==> src/rtl/stall_consumer_pkg.sv <==
// Shared package for the stall_consumer slice: request field widths,
// default queue geometry, the head-slot decode enum and a saturating adder.
package stall_consumer_pkg;

  localparam int ADDRESS_WIDTH = 32;
  localparam int ID_WIDTH      = 8;

  localparam int CONSUMER_DEPTH_DEFAULT = 4;
  localparam int CONSUMER_SVC_DEFAULT   = 3;

  // What the retire engine does with the head slot this cycle
  typedef enum logic [1:0] {
    HEAD_EMPTY  = 2'd0,
    HEAD_DROP   = 2'd1,
    HEAD_WAIT   = 2'd2,
    HEAD_RETIRE = 2'd3
  } head_action_e;

  function automatic logic [15:0] sat_add16(input logic [15:0] a, input logic [15:0] b);
    logic [16:0] sum;
    sum = {1'b0, a} + {1'b0, b};
    return sum[16] ? 16'hFFFF : sum[15:0];
  endfunction

endpackage

==> src/rtl/stall_consumer_queue.sv <==
// consumer_queue: circular request buffer with per-slot valid bits.
// A slot stays occupied after its valid bit is cleared by a flush; the
// retire engine pops such slots silently.
module consumer_queue
  import stall_consumer_pkg::*;
#(
  parameter int DEPTH = CONSUMER_DEPTH_DEFAULT,
  localparam int PTR_W = $clog2(DEPTH)
) (
  input  logic                     clk,
  input  logic                     reset,
  input  logic                     push,
  input  logic [ADDRESS_WIDTH-1:0] push_address,
  input  logic [ID_WIDTH-1:0]      push_id,
  input  logic                     push_valid,
  input  logic                     pop,
  input  logic                     flush,
  input  logic [ID_WIDTH-1:0]      flush_id,
  output logic                     head_valid,
  output logic [ADDRESS_WIDTH-1:0] head_address,
  output logic [ID_WIDTH-1:0]      head_id,
  output logic                     head_flush_match,
  output logic [PTR_W:0]           flush_slot_count,
  output logic [PTR_W:0]           occupancy,
  output logic                     full
);

  logic [PTR_W:0]           head_q;
  logic [PTR_W:0]           tail_q;
  logic [PTR_W-1:0]         head_idx;
  logic [PTR_W-1:0]         tail_idx;
  logic [ADDRESS_WIDTH-1:0] addr_mem [DEPTH];
  logic [ID_WIDTH-1:0]      id_mem   [DEPTH];
  logic [DEPTH-1:0]         valid_q;
  logic [DEPTH-1:0]         valid_d;
  logic [DEPTH-1:0]         occupied;
  logic [DEPTH-1:0]         flush_match;

  assign head_idx         = head_q[PTR_W-1:0];
  assign tail_idx         = tail_q[PTR_W-1:0];
  assign occupancy        = tail_q - head_q;
  assign full             = (head_idx == tail_idx) && (head_q[PTR_W] != tail_q[PTR_W]);
  assign head_valid       = (occupancy != '0) && valid_q[head_idx];
  assign head_address     = addr_mem[head_idx];
  assign head_id          = id_mem[head_idx];
  assign head_flush_match = flush_match[head_idx];

  // Find occupied, still-valid slots whose id matches the flush id
  always_comb begin
    occupied         = '0;
    flush_match      = '0;
    flush_slot_count = '0;
    for (int i = 0; i < DEPTH; i++) begin
      occupied[i]      = {1'b0, PTR_W'(i) - head_idx} < occupancy;
      flush_match[i]   = flush && occupied[i] && valid_q[i] && (id_mem[i] == flush_id);
      flush_slot_count = flush_slot_count + {{PTR_W{1'b0}}, flush_match[i]};
    end
  end

  // Next valid bits: flush clears matches, pop frees the head, push fills the tail
  always_comb begin
    valid_d = valid_q & ~flush_match;
    if (pop) begin
      valid_d[head_idx] = 1'b0;
    end
    if (push) begin
      valid_d[tail_idx] = push_valid;
    end
  end

  // Pointers and valid bits, cleared by reset so any queued work is discarded
  always_ff @(posedge clk or negedge reset) begin
    if (!reset) begin
      head_q  <= '0;
      tail_q  <= '0;
      valid_q <= '0;
    end else begin
      valid_q <= valid_d;
      if (pop) begin
        head_q <= head_q + (PTR_W+1)'(1);
      end
      if (push) begin
        tail_q <= tail_q + (PTR_W+1)'(1);
      end
    end
  end

  // Payload storage needs no reset: it is only read behind a set valid bit
  always_ff @(posedge clk) begin
    if (push) begin
      addr_mem[tail_idx] <= push_address;
      id_mem[tail_idx]   <= push_id;
    end
  end

endmodule

==> src/rtl/stall_consumer.sv <==
// stall_consumer: receiving end of an address/id/valid request channel.
// Requests are buffered, then retired one at a time after SERVICE_CYCLES
// cycles at the head. A flush drops every buffered or arriving request
// with a matching id. Define CONSUMER_STATS_EN to add saturating
// retired/flushed counters (stat_retired, stat_flushed).
module stall_consumer
  import stall_consumer_pkg::*;
#(
  parameter int DEPTH          = CONSUMER_DEPTH_DEFAULT,
  parameter int SERVICE_CYCLES = CONSUMER_SVC_DEFAULT,
  localparam int PTR_W         = $clog2(DEPTH)
) (
  input  logic                     clk,
  input  logic                     reset,
  input  logic [ADDRESS_WIDTH-1:0] in_address,
  input  logic [ID_WIDTH-1:0]      in_id,
  input  logic                     in_valid,
  output logic                     stall,
  input  logic                     flush,
  input  logic [ID_WIDTH-1:0]      flush_id,
  output logic                     ret_valid,
  output logic [ADDRESS_WIDTH-1:0] ret_address,
  output logic [ID_WIDTH-1:0]      ret_id,
  output logic                     flush_hit,
  output logic [PTR_W:0]           occupancy
`ifdef CONSUMER_STATS_EN
  ,
  output logic [15:0]              stat_retired,
  output logic [15:0]              stat_flushed
`endif
);

  localparam int SVC_W = (SERVICE_CYCLES > 1) ? $clog2(SERVICE_CYCLES) : 1;
  localparam logic [SVC_W-1:0] SVC_RELOAD = SVC_W'(SERVICE_CYCLES - 1);

  logic [SVC_W-1:0]         svc_cnt;
  logic                     full;
  logic                     accept;
  logic                     incoming_match;
  logic                     incoming_drop;
  logic                     pop;
  logic                     retire;
  logic                     head_valid;
  logic                     head_flush_match;
  logic [ADDRESS_WIDTH-1:0] head_address;
  logic [ID_WIDTH-1:0]      head_id;
  logic [PTR_W:0]           flush_slot_count;
  head_action_e             head_action;

  // stall comes only from registered pointers, so a pop on a full edge
  // cannot open a slot for a push on that same edge
  assign stall          = full;
  assign accept         = in_valid && !full;
  assign incoming_match = flush && (in_id == flush_id);
  assign incoming_drop  = accept && incoming_match;

  consumer_queue #(
    .DEPTH (DEPTH)
  ) u_queue (
    .clk              (clk),
    .reset            (reset),
    .push             (accept),
    .push_address     (in_address),
    .push_id          (in_id),
    .push_valid       (!incoming_match),
    .pop              (pop),
    .flush            (flush),
    .flush_id         (flush_id),
    .head_valid       (head_valid),
    .head_address     (head_address),
    .head_id          (head_id),
    .head_flush_match (head_flush_match),
    .flush_slot_count (flush_slot_count),
    .occupancy        (occupancy),
    .full             (full)
  );

  // Decide the head slot's fate; a flush on the retire edge turns it into a silent drop
  always_comb begin
    head_action = HEAD_EMPTY;
    if (occupancy != '0) begin
      if (!head_valid) begin
        head_action = HEAD_DROP;
      end else if (svc_cnt != '0) begin
        head_action = HEAD_WAIT;
      end else if (head_flush_match) begin
        head_action = HEAD_DROP;
      end else begin
        head_action = HEAD_RETIRE;
      end
    end
  end

  assign pop    = (head_action == HEAD_DROP) || (head_action == HEAD_RETIRE);
  assign retire = (head_action == HEAD_RETIRE);

  // Service counter counts down only while a valid head waits, otherwise reloads
  always_ff @(posedge clk or negedge reset) begin
    if (!reset) begin
      svc_cnt <= SVC_RELOAD;
    end else if (head_action == HEAD_WAIT) begin
      svc_cnt <= svc_cnt - SVC_W'(1);
    end else begin
      svc_cnt <= SVC_RELOAD;
    end
  end

  // Registered retire pulse with zeroed payload when idle, plus the flush_hit pulse
  always_ff @(posedge clk or negedge reset) begin
    if (!reset) begin
      ret_valid   <= 1'b0;
      ret_address <= '0;
      ret_id      <= '0;
      flush_hit   <= 1'b0;
    end else begin
      ret_valid   <= retire;
      ret_address <= retire ? head_address : '0;
      ret_id      <= retire ? head_id : '0;
      flush_hit   <= (flush_slot_count != '0) || incoming_drop;
    end
  end

`ifdef CONSUMER_STATS_EN
  logic [15:0] flushed_now;
  assign flushed_now = 16'(flush_slot_count) + 16'(incoming_drop);

  // Saturating counters of retired requests and of requests dropped by flushes
  always_ff @(posedge clk or negedge reset) begin
    if (!reset) begin
      stat_retired <= '0;
      stat_flushed <= '0;
    end else begin
      if (retire) begin
        stat_retired <= sat_add16(stat_retired, 16'd1);
      end
      stat_flushed <= sat_add16(stat_flushed, flushed_now);
    end
  end
`endif

endmodule

==> config.mk <==
export PLATFORM = sky130hd
export DESIGN_NAME = stall_consumer
export DESIGN_NICKNAME = d
export VERILOG_FILES = /design/src/rtl/stall_consumer_pkg.sv /design/src/rtl/stall_consumer_queue.sv /design/src/rtl/stall_consumer.sv
export SDC_FILE = /design/constraint.sdc
export NUM_CORES = 1
export LEC_CHECK = 0
export CAP_MARGIN = 0
export CORE_MARGIN = 10
export CORE_UTILIZATION = 55
export CTS_BUF_LIST = sky130_fd_sc_hd__clkbuf_8 sky130_fd_sc_hd__clkbuf_16
export CTS_CLUSTER_SIZE = 8
export DETAILED_ROUTE_END_ITERATION = 7
export PLACE_DENSITY = 0.79
export SYNTH_ARGS = -nofsm -noshare
export SYNTH_HDL_FRONTEND = slang
export SYNTH_SLANG_ARGS = --single-unit
==> constraint.sdc <==
create_clock -name clk -period 9.06 [get_ports clk]
set_input_delay 1.359 -clock clk [delete_from_list [all_inputs] [get_ports clk]]
set_output_delay 1.359 -clock clk [all_outputs]
set_load 0.005 [all_outputs]
==> results of run 1 <==
==> through the flow <==
stage | utilization | total power [W] | worst slack, ps | cell area, µm² | hold WS, ps
2_1_floorplan | - | 0.00207 | 5400 | 8650 | 406
3_3_place_gp | 0.642 | 0.00241 | 4630 | 9830 | 417
3_5_place_dp | 0.642 | 0.00244 | 4520 | 9830 | 424
4_1_cts | 0.699 | 0.00344 | 4350 | 10700 | 430
5_1_grt | 0.699 | 0.00358 | 4190 | 10700 | 459
6_report | 0.699 | 0.00341 | 4420 | 10700 | 427
==> report_power, final <==
| group | total, W | internal (W) | switching [W] |
|---|---|---|---|
| logic | 0.000977 | 0.000492 | 0.000486 |
| clock network | 0.000988 | 0.000592 | 0.000395 |
| registers | 0.00144 | 0.00130 | 0.000140 |
==> cell usage in the layout (no fill, tap or decap), types with 8 or more instances in the layout <==
cell / n
nor4_1: 8
dfrtp_1: 51
inv_1: 39
mux4_2: 41
ha_1: 19
clkbuf_16: 30
nand2_1: 16
nor2b_1: 44
o21ai_0: 8
edfxtp_1: 160
clkdlybuf4s50_1: 96
xor2_1: 38
nor3_1: 10
==> logic make-up after synthesis <==
group	Yosys count
AOI/OAI and AO/OA	17
muxes	41
DFF	214
adders and majority gates	21
xor gates and xnor gates	46
buffers and inverters	40
and+or+nand+nor	100
==> state kept, by name, summed over array words and instances (netlist names) <==
name / flops
u_queue.id_mem: 32
u_queue.valid_q: 4
ret_id: 8
u_queue.tail_q: 3
flush_hit: 1
ret_valid: 1
ret_address: 32
svc_cnt: 2
u_queue.addr_mem: 128
u_queue.head_q: 3
==> worst max path at each step <==
stage                           to                          start  slack, ps
2_1_floorplan  flush_hit$_DFF_PN0_                    flush_id[4]       5400
3_3_place_gp   flush_hit$_DFF_PN0_  u_queue.head_q[0]$_DFFE_PN0N_       4630
3_5_place_dp   flush_hit$_DFF_PN0_  u_queue.head_q[0]$_DFFE_PN0N_       4520
4_1_cts               occupancy[2]  u_queue.head_q[0]$_DFFE_PN0N_       4350
5_1_grt               occupancy[2]  u_queue.head_q[0]$_DFFE_PN0N_       4190
6_report              occupancy[2]  u_queue.head_q[0]$_DFFE_PN0N_       4420
==> metal layers <==
metal	track usage	up-vias	share of wire
met5	0	-	0
met4	0.0460	0	0.023
met3	0.0400	41	0.063
met2	0.279	181	0.50
met1	0.219	2376	0.42
li1	-	2028	-
==> layout make-up <==
| type | count | area [µm²] |
|---|---|---|
| clock buffers | 30 | 751 |
| well taps | 211 | 264 |
| multi-input cells | 225 | 2340 |
| inverters | 18 | 67.6 |
| repair buffers | 100 | 988 |
| flip-flops and latches | 214 | 6160 |
| clock inverters | 26 | 124 |
| fillers | 1006 | 4610 |
==> critical path, delay by kind of cell, from the launching register on <==
| family | cells | cell delay (ps) |
|---|---|---|
| flip-flops | 1 | 1050 |
| XOR/XNOR | 1 | 310 |
| adder cells (fa/ha/maj) | 2 | 710 |
| buffers and inverters | 3 | 680 |
==> impl_metrics.env, run 1 <==
export IMPL_crit_chain="ha_1, inv_1, fa_1, xor3_2, inv_1, clkdlybuf4s50_1"
export IMPL_port_buffers=97
export IMPL_rsz0062_at_grt="no"
export IMPL_maxSlewHeadroom=0.282
export IMPL_drive_gt1_frac=0.139
export IMPL_finalMaxSlewViolations=0
export IMPL_fp_dieH_um=145
export IMPL_hold_violations=0
export IMPL_postRouteAntennaNets=0
export IMPL_ir_worst_vdd_mv=0.214
export IMPL_rrSetupSlack_ps=4540
export IMPL_synth_top_area_cell="edfxtp_1"
export IMPL_cts_hold_buffers_added=0
export IMPL_synthArstFlopShare=0.252
export IMPL_synth_fa_ha_area_frac=0.0321
export IMPL_via_count=4626
export IMPL_tightest_slew_ps=1080
export IMPL_post_cts_buffers=0
export IMPL_synth_commonest_cells="160 x edfxtp_1, 53 x dfrtp_1, 44 x nor2b_1"
export IMPL_crit_fanout=47
export IMPL_hp_class="reg2reg"
export IMPL_synth_edf_count=160
export IMPL_finalSetupViolCount=0
export IMPL_synth_area_per_cell_um2=18.1
export IMPL_grt_start_max_net_pins=55
export IMPL_syn_to_final_growth_pct=23.7
export IMPL_ys_ff_latch=214
export IMPL_start_util=0.565
export IMPL_layout_cells_non_filler=824
export IMPL_yosys_warnings=0
export IMPL_muxShareOfSynthArea=0.107
export IMPL_holdPathEnd="svc_cnt[0]$_DFF_PN0_"
export IMPL_dp_cells=768
export IMPL_root_buffer="clkbuf_16"
export IMPL_min_period_ps=4640
export IMPL_yosys_cell_count_top_type="edfxtp_1"
export IMPL_leakage_nw=4.01
export IMPL_dr_pass1_iters=5
export IMPL_htree_num_levels=1
export IMPL_fin_tns_setup_ps=0
export IMPL_synth_top_area_share=0.556
export IMPL_cts_tree="done"
export IMPL_slowest_stage="dfrtp_4"
export IMPL_seq_area_frac_synth=0.712
export IMPL_holdPathStages=1
export IMPL_grt_pass1_wl_um=28500
export IMPL_r2r_start="u_queue.head_q[0]$_DFFE_PN0N_"
export IMPL_synth_simple_area_share=0.0684
export IMPL_die_area_mm2=0.0211
export IMPL_via_per_inst=5.61
export IMPL_syn_area_mm2=0.00865
export IMPL_core_mm2=0.0153
export IMPL_skew_ps=28.7
export IMPL_final_period_utilization=0.512
export IMPL_fmax_mhz=216
export IMPL_clkSinkCount=214
export IMPL_synth_top_family_by_area="multiplexers"
export IMPL_maxCapViolations=0
export IMPL_synth_xor_area_share=0.0485
export IMPL_antenna_cells=0
export IMPL_totalWireLength_um=18100
export IMPL_synth_flop_cell="edfxtp_1"
export IMPL_path_class="reg2out"
export IMPL_worstPathRequired_ps=7700
export IMPL_startpoint_type="flip-flop"
export IMPL_io_pins=98
export IMPL_syn_nets=552
export IMPL_timing_rr_end="flush_hit$_DFF_PN0_"
export IMPL_first_global_vias=5100
export IMPL_grt_total_usage=0.169
export IMPL_nets=662
export IMPL_cp_end_kind="primary output"
export IMPL_die_x_um=145
export IMPL_synth_compound_area_frac=0.0139
export IMPL_drt_iter0_drc=337
export IMPL_clockBufferDepth=3
export IMPL_cts_buffers_inserted=30
export IMPL_crit_top_cell="inv_1"
export IMPL_hpwl_um=11000
export IMPL_cp_arrival_ps=3280
export IMPL_synth_area_leaders="edfxtp_1 56%, dfrtp_1 15%, mux4_2 11%"
export IMPL_rows=45
export IMPL_drc=0
export IMPL_synth_distinct_cells=36
export IMPL_cts_clk_slew_worst_paths_ps=50
export IMPL_grt_overflow=0
export IMPL_power_density_cell_area_mw_per_mm2=319
export IMPL_status="finished, final reports clean"
export IMPL_gp_congestion=0.928
export IMPL_min_delay_start="svc_cnt[0]$_DFF_PN0_"
export IMPL_cts_resized=0
export IMPL_wl_per_cell_um=21.9
export IMPL_synthCells=479
export IMPL_antenna_found_initial=0
export IMPL_max_stage_delay_ps=1050
export IMPL_r2r_cells=12
export IMPL_clk_insertion_delay_late_ps=550
(Power assumes the default switching activity.)
==> run 2: changes to the inputs <==
==> constraint.sdc (replaced) <==
create_clock -name clk -period 4.6 [get_ports clk]
set_input_delay 0.69 -clock clk [delete_from_list [all_inputs] [get_ports clk]]
set_output_delay 0.69 -clock clk [all_outputs]
set_load 0.005 [all_outputs]
==> run 2 against run 1 <==
Compared with the run above: sequential power is 89% higher; die area stayed put; global-route usage is 0.58 points higher; largest cell class unchanged; register-to-register slack worse by 3800 ps.
==> impl_metrics.env, run 2 (same netlist as run 1, synthesis figures left out) <==
export IMPL_tightest_slew_ps=925
export IMPL_skew_ps=16.1
export IMPL_leakage_nw=4.06
export IMPL_clkSinkCount=214
export IMPL_finalMaxSlewViolations=0
export IMPL_fp_dieH_um=145
export IMPL_clockBufferDepth=3
export IMPL_hp_class="in2async"
export IMPL_port_buffers=97
export IMPL_fmax_mhz=257
export IMPL_combPwrFrac=0.310
export IMPL_grt_pass1_wl_um=29300
export IMPL_seqPwrFrac=0.400
export IMPL_totalWireLength_um=18500
export IMPL_nets=670
export IMPL_power_density_cell_area_mw_per_mm2=629
export IMPL_cts_clk_slew_worst_paths_ps=60
export IMPL_rows=45
export IMPL_worstPathRequired_ps=5000
export IMPL_grt_overflow=0
export IMPL_ir_worst_vdd_mv=0.378
export IMPL_startpoint="u_queue.tail_q[0]$_DFFE_PN0P_"
export IMPL_die_area_mm2=0.0211
export IMPL_postRouteAntennaNets=0
export IMPL_core_mm2=0.0153
export IMPL_reg_top3="u_queue.addr_mem x128, ret_address x32, u_queue.id_mem x32"
export IMPL_fin_tns_setup_ps=0
export IMPL_first_global_vias=4981
export IMPL_rsz0062_at_grt="no"
export IMPL_cp_arrival_ps=4290
export IMPL_top_register="u_queue.addr_mem"
export IMPL_path_class="reg2reg"
export IMPL_p_sw_frac=0.296
export IMPL_largest_reg_flops=128
export IMPL_final_common_cell="edfxtp_1"
export IMPL_start_util=0.565
export IMPL_final_period_utilization=0.845
export IMPL_die_x_um=145
export IMPL_wl_per_cell_um=22.2
export IMPL_maxCapViolations=0
export IMPL_p_clk_frac=0.289
export IMPL_drc=0
export IMPL_maxSlewHeadroom=0.378
export IMPL_hold_slack_ps=162
export IMPL_root_buffer="clkbuf_16"
export IMPL_hpwl_um=11500
export IMPL_via_per_inst=5.44
export IMPL_drive_gt1_frac=0.151
export IMPL_post_cts_buffers=0
export IMPL_status="finished, final reports clean"
export IMPL_p_sw_w=0.00201
export IMPL_cp_end_kind="flip-flop"
export IMPL_drt_iter0_drc=330
export IMPL_min_period_ps=3890
export IMPL_grt_total_usage=0.174
export IMPL_hold_violations=0
export IMPL_crit_fanout=5
export IMPL_gp_congestion=0.891
export IMPL_cts_tree="done"
export IMPL_startpoint_type="flip-flop"
export IMPL_dr_pass1_iters=4
export IMPL_clk_insertion_delay_late_ps=530
export IMPL_cts_hold_buffers_added=0
export IMPL_io_pins=98
export IMPL_antenna_cells=0
export IMPL_htree_num_levels=1
export IMPL_r2r_start="u_queue.tail_q[0]$_DFFE_PN0P_"
export IMPL_antenna_found_initial=1
export IMPL_cts_buffers_inserted=30
export IMPL_syn_to_final_growth_pct=24.6
export IMPL_intPower_w=0.00477
export IMPL_via_count=4524
export IMPL_grt_start_max_net_pins=46
export IMPL_finalSetupViolCount=0
export IMPL_cts_resized=0
export IMPL_final_cell_mix="160 x edfxtp_1, 96 x clkdlybuf4s50_1, 51 x dfrtp_1"
-- run 2: changes by cell type in the layout (fill, tap and decap cells not counted) --
cell / previous run / this run
clkbuf_16: 30 / 31
buf_12: 0 / 1
clkinv_16: 1 / 0
buf_4: 3 / 10
inv_1: 39 / 38
clkbuf_8: 0 / 1
-- run 2: through the flow --
stage / setup slack (ps) / total power (W) / utilization / instance area [µm²] / cells
after floorplan: 982 / 0.00408 / - / 8650 / 479
after global placement: 858 / 0.00482 / 0.646 / 9900 / 776
after detailed placement: 711 / 0.00486 / 0.646 / 9900 / 776
after CTS: 707 / 0.00684 / 0.704 / 10800 / 832
after global routing: 500 / 0.00713 / 0.704 / 10800 / 832
final: 711 / 0.00678 / 0.704 / 10800 / 832
-- run 2: critical path: stages (launching register included) --
cell and delay [ps]:
dfrtp_1 420, inv_1 160, ha_1 220, inv_1 60, fa_1 560, inv_1 130, ha_1 300, nor2b_1 120
o21ai_0 190, and4_1 240, ha_1 260, fa_1 440, ha_1 280, a2111o_1 390
-- run 2: area by class of cell --
cell class | instances | area, µm²
clock buffers | 32 | 790
clock inverters | 24 | 90.1
fillers | 985 | 4540
inverters | 18 | 67.6
multi-input cells | 225 | 2340
flip-flops and latches | 214 | 6160
well taps | 211 | 264
repair buffers | 108 | 1060
-- run 2: final timing paths --
| kind | to | slack [ps] | cells past startpoint |
|---|---|---|---|
| max | flush_hit$_DFF_PN0_ | 710 | 13 |
| min | ret_valid$_DFF_PN0_ | 160 | 1 |
| max reg2reg | flush_hit$_DFF_PN0_ | 710 | 13 |
| min reg2reg | svc_cnt[0]$_DFF_PN0_ | 430 | 1 |
| max in group asynchronous | u_queue.head_q[0]$_DFFE_PN0N_ | 3470 | 2 |
| min in group clk | svc_cnt[0]$_DFF_PN0_ | 430 | 1 |
-- run 2: power by group through the flow --
stage / Combinational (W) / Clock [W] / Sequential (W)
after floorplan: 0.00137 / 0 / 0.00271
after global placement: 0.00210 / 0 / 0.00272
after detailed placement: 0.00212 / 0 / 0.00274
after global routing: 0.00230 / 0.00208 / 0.00275
final: 0.00210 / 0.00196 / 0.00272
after CTS: 0.00214 / 0.00199 / 0.00272
-- run 2: per-layer routing --
| metal | up-vias | wire length, µm | track usage |
|---|---|---|---|
| li1 | 2061 | - | - |
| met1 | 2302 | 8040 | 0.229 |
| met2 | 132 | 9060 | 0.288 |
| met3 | 29 | 1010 | 0.0385 |
| met4 | 0 | 363 | 0.0475 |
| met5 | - | 0 | 0 |
==> run 3: changes to the inputs <==
==> constraint.sdc (replaced) <==
create_clock -name clk -period 4.02 [get_ports clk]
set_input_delay 0.603 -clock clk [delete_from_list [all_inputs] [get_ports clk]]
set_output_delay 0.603 -clock clk [all_outputs]
set_load 0.005 [all_outputs]
==> run 3 against run 2 <==
Compared with the run above: critical path depth is the same; final cell count is 0.12% higher; combinational power rose by 14%; die area is the same; flip-flop and latch count unchanged.
==> impl_metrics.env, run 3 (same netlist as run 1, synthesis figures left out) <==
export IMPL_path_class="reg2reg"
export IMPL_hold_slack_ps=164
export IMPL_startpoint="u_queue.tail_q[0]$_DFFE_PN0P_"
export IMPL_grt_overflow=0
export IMPL_finalMaxSlewViolations=0
export IMPL_reg_top3="u_queue.addr_mem x128, ret_address x32, u_queue.id_mem x32"
export IMPL_wl_per_cell_um=21.9
export IMPL_port_buffers=97
export IMPL_rows=45
export IMPL_postRouteAntennaNets=0
export IMPL_final_period_utilization=0.956
export IMPL_leakage_nw=4.06
export IMPL_gp_congestion=0.916
export IMPL_fp_dieH_um=145
export IMPL_antenna_found_initial=1
export IMPL_final_common_cell="edfxtp_1"
export IMPL_cts_clk_slew_worst_paths_ps=60
export IMPL_min_period_ps=3840
export IMPL_cp_arrival_ps=4260
export IMPL_grt_total_usage=0.172
export IMPL_cp_end_kind="flip-flop"
export IMPL_htree_num_levels=1
export IMPL_clkSinkCount=214
export IMPL_fin_tns_setup_ps=0
export IMPL_final_cell_mix="160 x edfxtp_1, 96 x clkdlybuf4s50_1, 51 x dfrtp_1"
export IMPL_skew_ps=19.2
export IMPL_clockBufferDepth=3
export IMPL_drc=0
export IMPL_clk_insertion_delay_late_ps=550
export IMPL_startpoint_type="flip-flop"
export IMPL_fmax_mhz=260
export IMPL_io_pins=98
export IMPL_root_buffer="clkbuf_16"
export IMPL_grt_pass1_wl_um=29100
export IMPL_maxCapViolations=0
export IMPL_r2r_start="u_queue.tail_q[0]$_DFFE_PN0P_"
export IMPL_hpwl_um=11500
export IMPL_hold_violations=0
export IMPL_first_global_vias=5086
export IMPL_power_density_cell_area_mw_per_mm2=717
export IMPL_drt_iter0_drc=300
export IMPL_pre_cts_ws_ps=168
export IMPL_status="finished, final reports clean"
export IMPL_finalSetupViolCount=0
export IMPL_die_x_um=145
export IMPL_largest_reg_flops=128
export IMPL_totalWireLength_um=18200
export IMPL_worstPathRequired_ps=4440
export IMPL_crit_fanout=5
export IMPL_antenna_cells=0
export IMPL_nets=671
export IMPL_final_util=0.705
export IMPL_die_area_mm2=0.0211
export IMPL_drive_gt1_frac=0.154
export IMPL_dr_pass1_iters=5
export IMPL_setup_slack_ps=179
export IMPL_top_register="u_queue.addr_mem"
export IMPL_ir_worst_vdd_mv=0.559
export IMPL_core_mm2=0.0153
export IMPL_via_count=4569
export IMPL_rsz0062_at_grt="no"
export IMPL_hp_class="in2async"
export IMPL_via_per_inst=5.48
export IMPL_maxSlewHeadroom=0.407
export IMPL_grt_start_max_net_pins=46
export IMPL_tightest_slew_ps=890
export IMPL_cts_tree="done"
export IMPL_post_cts_buffers=0
export IMPL_cts_buffers_inserted=30
export IMPL_start_util=0.565
export IMPL_syn_to_final_growth_pct=24.9
run 3: path summary, 6_finish.rpt:
path | end | slack [ps] | cells past startpoint
worst max-delay path | flush_hit$_DFF_PN0_ | 180 | 13
min in group clk | svc_cnt[0]$_DFF_PN0_ | 440 | 1
worst max register to register | flush_hit$_DFF_PN0_ | 180 | 13
worst min-delay path | u_queue.valid_q[1]$_DFF_PN0_ | 160 | 1
max in group asynchronous | ret_address[3]$_DFF_PN0_ | 3010 | 2
worst min register to register | svc_cnt[0]$_DFF_PN0_ | 440 | 1
run 3: timing repair:
item	in CTS	in global routing
resized for setup	0	1
hold buffers	0	0
hold endpoints to repair	0	0
endpoints found under the setup margin	0	1
run 3: through the flow:
step,power [W],instance area [µm²],std cells
after detailed placement,0.00556,9920,777
after global placement,0.00551,9920,777
after global routing,0.00818,10800,833
after CTS,0.00783,10800,833
final,0.00775,10800,833
after floorplan,0.00467,8650,479
run 3: layout make-up:
type	count	area (µm²)
flip-flops and latches	214	6160
well taps	211	264
fillers	978	4510
clock buffers	31	764
inverters	18	67.6
clock inverters	25	120
multi-input cells	225	2340
repair buffers	109	1080
run 3: critical path, stage by stage, from the launching register on:
cell and delay [ps]:
dfrtp_1 430, inv_2 120, ha_1 200, inv_1 70
fa_1 550, inv_1 130, ha_1 300, nor2b_1 120
o21ai_0 190, and4_1 250, ha_1 260, fa_1 430
ha_1 280, a2111o_1 380
run 3: power by group:
part           total (W)  internal, W  switching [W]  leakage, nW
Combinational    0.00240      0.00116        0.00124         1.35
Clock            0.00225      0.00135       0.000891        0.516
Sequential       0.00310      0.00293       0.000175         2.19
Total            0.00775      0.00545        0.00230         4.06
run 3: per-layer routing:
layer	GRT usage	part of all wire	vias to the layer above
li1	-	-	2057
met1	0.219	0.42	2346
met2	0.291	0.50	140
met3	0.0456	0.061	26
met4	0.0394	0.017	0
met5	0	0	-
==> RTL edit 1: new RTL, config.mk and constraints of run 2 <==
Set the package constant `CONSUMER_DEPTH_DEFAULT` to 2 (it was 4).
--- a/src/rtl/stall_consumer_pkg.sv
+++ b/src/rtl/stall_consumer_pkg.sv
@@ -5,7 +5,7 @@
   localparam int ADDRESS_WIDTH = 32;
   localparam int ID_WIDTH      = 8;
 
-  localparam int CONSUMER_DEPTH_DEFAULT = 4;
+  localparam int CONSUMER_DEPTH_DEFAULT = 2;
   localparam int CONSUMER_SVC_DEFAULT   = 3;
 
   // What the retire engine does with the head slot this cycle
Ports: changed (resized occupancy); port bits go from 98 to 97. The function was not compared with the original's and may differ.
==> RTL edit 1 against run 2 <==
  * Total power decreased by 42%
  * Critical path depth down 4
  * Combinational power fell by 59%
  * Fmax is 34% higher
  * Setup slack better by 1.0 ns
  * Area after synthesis decreased by 47%
  * Sequential cell count is 84 lower
  * Wire length fell by 46%
  * Final area fell by 42%
  * Highest routed layer unchanged
==> RTL edit 1: results (changes against run 2) <==
Status: finished, final reports clean (unchanged). The count of input and output buffers came out at 96 (was 97). The minimum setup slack among reg-to-reg paths is 1.71 ns (was 0.71 ns).

The initial antenna violation count is 0 (was 1). The largest vdd supply drop is 0.4118 mV (was 0.3779 mV). The global placer's final weighted congestion came out at 0.8010 (was 0.8905).

Top post-synthesis cells by area: sky130_fd_sc_hd__edfxtp_1 (52%), sky130_fd_sc_hd__dfrtp_1 (27%), sky130_fd_sc_hd__a22o_1 (7.6%) (was sky130_fd_sc_hd__edfxtp_1 (56%), sky130_fd_sc_hd__dfrtp_1 (15%), sky130_fd_sc_hd__mux4_2 (11%)). The number of nets in the synthesized netlist was 310 (was 552). Commonest cells post-synth: sky130_fd_sc_hd__edfxtp_1 (80), sky130_fd_sc_hd__dfrtp_1 (49), sky130_fd_sc_hd__a22o_1 (40) (was sky130_fd_sc_hd__edfxtp_1 (160), sky130_fd_sc_hd__dfrtp_1 (53), sky130_fd_sc_hd__nor2b_1 (44)). The post-synthesis sequential area ratio is 0.7912 (was 0.7121). The clock latency of the later-clocked register in the worst-skew pair is 0.51 ns (was 0.53 ns). The count of different cell masters after synthesis was 31 (was 36). The global-route wire length before repair came out at 15.70 mm (was 29.30 mm). The post-layout instance count excluding filler cells is 484 (was 832).

The synthesized netlist cell count was 254 (was 479). The net switching power figure is 1.090 mW (was 2.007 mW). The via count of the first global-routing pass came out at 2917 (was 4981). The path depth of the worst reg2reg path came to 9 (was 13).

The standby leakage power is 2.415 nW (was 4.060 nW). The final layout net count is 422 (was 670). Top Registers: u_queue.addr_mem: 64 flops, ret_address: 32 flops, u_queue.id_mem: 16 flops (was u_queue.addr_mem: 128 flops, ret_address: 32 flops, u_queue.id_mem: 32 flops).

The maximum number of pins on one net before global-route repair is 51 (was 46). The ratio of cells with drive above 1 in the final layout came to 0.1187 (was 0.1514). The number of buffers on the longest clock path came to 2 (was 3). The count of flip-flops with a built-in enable after synthesis came out at 80 (was 160). The first-pass iteration count of the detailed router is 5 (was 4).
RTL edit 1: cells by family (layout without fill, tap and decap cells):
kind of cell,Yosys count,count (layout),synth area share
buf+inv,15,140,0.01977
compound gates,52,52,0.09264
fa+ha+maj,4,4,0.01083
flops,130,130,0.7912
xor+xnor,28,28,0.05309
simple gates,25,25,0.03251
RTL edit 1: area by class of cell:
cell class	instances	area, um2
sequential	130	3655
fill	474	1878
timing repair buffer	101	993.5
multi-input combinational	109	894.6
clock buffer	17	414.1
clock inverter	15	182.7
tap	105	131.4
inverter	7	26.28
RTL edit 1: how the worst max path moves through the flow:
stage          cells past startpoint  slack, ns            endpoint
2_1_floorplan                      7       1.38  u_queue.valid_q[1]
3_3_place_gp                       7       1.67     ret_address[21]
3_5_place_dp                       7       1.63      ret_address[2]
4_1_cts                            5       1.69        occupancy[1]
5_1_grt                            9       1.54           ret_id[7]
6_report                           9       1.71      ret_address[4]
RTL edit 1: worst max-delay path, cell delays in order (launching register included):
cell                        delay [ns]
sky130_fd_sc_hd__dfrtp_1          0.45
sky130_fd_sc_hd__inv_1            0.15
sky130_fd_sc_hd__ha_1             0.16
sky130_fd_sc_hd__inv_1            0.04
sky130_fd_sc_hd__ha_1             0.33
sky130_fd_sc_hd__o2111ai_1        0.25
sky130_fd_sc_hd__nor3_2           0.12
sky130_fd_sc_hd__nor3_4           0.71
sky130_fd_sc_hd__buf_4            0.41
sky130_fd_sc_hd__a22o_1           0.20
RTL edit 1: metal layers:
layer,global-route usage,vias up,share of wire
li1,-,1194,-
met1,0.1727,1337,0.36
met2,0.2824,112,0.56
met3,0.05958,8,0.072
met4,0.05827,0,0.011
met5,0,-,0
==> RTL edit 2: new RTL, config.mk and constraints of run 2 <==
Without the edit above. Take the reset off `ret_address` and load it in a clocked block of its own.
--- a/src/rtl/stall_consumer.sv
+++ b/src/rtl/stall_consumer.sv
@@ -109,15 +109,17 @@
   always_ff @(posedge clk or negedge reset) begin
     if (!reset) begin
       ret_valid   <= 1'b0;
-      ret_address <= '0;
       ret_id      <= '0;
       flush_hit   <= 1'b0;
     end else begin
       ret_valid   <= retire;
-      ret_address <= retire ? head_address : '0;
       ret_id      <= retire ? head_id : '0;
       flush_hit   <= (flush_slot_count != '0) || incoming_drop;
     end
+  end
+
+  always_ff @(posedge clk) begin
+    ret_address <= retire ? head_address : '0;
   end
 
 `ifdef CONSUMER_STATS_EN
Formal check against the unedited RTL: differs if reset is asserted again (counterexample within 10 cycles, from zero or initial values and one cycle with reset low); with reset held inactive, the same outputs for 10 cycles.
==> RTL edit 2 against run 2 <==
  * Setup slack improved by 0.062 ns
  * Total power up 5.1%
  * Synthesized cell count grew 21%
  * Count of clock-buffer cells in the layout down 2
  * Final area up 2.6%
  * Sequential cell count unchanged
  * Wire length up 12%
  * Area after synthesis grew 4.7%
  * Largest cell class unchanged
  * Highest routed layer is now met5
==> RTL edit 2: results (changes against run 2) <==
The total internal power came to 4.752 mW (was 4.775 mW). The worst slew margin relative to its limit came to 0.3017 (was 0.3779). The synthesized netlist cell count is 580 (was 479). The total placed cells including tap cells came out at 863 (was 776). The worst hold-check path type is reg -> reg (was in -> async). The largest vdd supply drop is 0.4932 mV (was 0.3779 mV). The count of different cell masters after synthesis is 37 (was 36). The global placer's final weighted congestion is 0.8757 (was 0.8905).

The global-route wire length before repair was 32.30 mm (was 29.30 mm). Status: finished, final reports clean (unchanged). The clock latency of the later-clocked register in the worst-skew pair is 0.55 ns (was 0.53 ns). The combinational logic power was 2.46 mW (was 2.10 mW). The starting DRC count in detailed routing is 325 (was 330).

The number of nets in the synthesized netlist came to 653 (was 552). The register share of total power came out at 0.382 (was 0.400). The via count of the first global-routing pass is 5773 (was 4981). The final layout net count came out at 752 (was 670). The HPWL after detailed placement came out at 12.70 mm (was 11.46 mm).

The proportion of register bits with asynchronous set or reset after synthesis is 0.1028 (was 0.2523). Commonest cells post-synth: sky130_fd_sc_hd__edfxtp_1 (160), sky130_fd_sc_hd__o21ai_0 (49), sky130_fd_sc_hd__nand3_1 (43) (was sky130_fd_sc_hd__edfxtp_1 (160), sky130_fd_sc_hd__dfrtp_1 (53), sky130_fd_sc_hd__nor2b_1 (44)). The standby leakage power is 3.953 nW (was 4.060 nW). The total routing usage reported by global routing came out at 0.1865 (was 0.1745). The placement-stage worst setup slack came out at 0.7979 ns (was 0.7113 ns). The initial antenna violation count is 2 (was 1). The highest cell delay on the worst timing path came out at 0.53 ns (was 0.56 ns). The minimum setup slack among reg-to-reg paths is 0.77 ns (was 0.71 ns). The maximum number of pins on one net before global-route repair came to 47 (was 46).

The worst hold path terminates at svc_cnt[0]. The via count normalized by instance count is 5.871 (was 5.438). The path depth of the worst reg2reg path came out at 14 (was 13). The average routed wire per standard cell came out at 22.54 um (was 22.20 um). The final worst clock skew came out at 0.01827 ns (was 0.01609 ns). Top post-synthesis cells by area: sky130_fd_sc_hd__edfxtp_1 (53%), sky130_fd_sc_hd__mux4_2 (10%), sky130_fd_sc_hd__dfxtp_1 (7.1%) (was sky130_fd_sc_hd__edfxtp_1 (56%), sky130_fd_sc_hd__dfrtp_1 (15%), sky130_fd_sc_hd__mux4_2 (11%)). The total wire length after detailed routing came out at 20.67 mm (was 18.47 mm).

The first-pass iteration count of the detailed router was 5 (was 4). The worst hold slack came out at 0.4369 ns (was 0.1620 ns).
RTL edit 2: cell count changes after synthesis, sizes merged, moves of 32 or more:
cell,change
o21ai,+83
dfxtp,+32
dfrtp,-32
nor2b,-39
nand3,+42
RTL edit 2: worst max-delay path by stage:
| stage | endpoint | cells past startpoint | slack [ns] | startpoint |
|---|---|---|---|---|
| 4_1_cts | flush_hit | 14 | 0.79 | u_queue.tail_q[0] |
| 6_report | flush_hit | 14 | 0.77 | u_queue.tail_q[0] |
| 3_5_place_dp | flush_hit | 14 | 0.80 | u_queue.tail_q[0] |
| 3_3_place_gp | flush_hit | 14 | 0.91 | u_queue.tail_q[0] |
| 2_1_floorplan | flush_hit | 14 | 1.13 | u_queue.head_q[1] |
| 5_1_grt | flush_hit | 15 | 0.47 | u_queue.tail_q[0] |
RTL edit 2: cells by family (layout without fill, tap and decap cells):
family / after synthesis / count (layout) / share of synthesized area
buf+inv: 57 / 177 / 0.02833
simple gates: 104 / 104 / 0.05916
fa+ha+maj: 21 / 21 / 0.03068
flops: 214 / 214 / 0.6625
compound gates: 97 / 97 / 0.07104
mux: 41 / 41 / 0.1020
xor+xnor: 46 / 46 / 0.04630
other cells: 0 / 1 / 0
RTL edit 2: routing by layer:
| metal | vias to the layer above | global-route usage | part of all wire |
|---|---|---|---|
| met5 | - | 0 | 0.00044 |
| met4 | 2 | 0.05302 | 0.022 |
| met3 | 42 | 0.04521 | 0.059 |
| met2 | 193 | 0.3164 | 0.50 |
| met1 | 2735 | 0.2329 | 0.42 |
| li1 | 2412 | - | - |
RTL edit 2: layout make-up:
type	instances	area, um2
antenna	1	2.502
clock buffer	30	750.7
clock inverter	23	112.6
fill	1093	4943
inverter	19	71.32
multi-input combinational	309	2816
sequential	214	6002
tap	216	270.3
timing repair buffer	105	1031
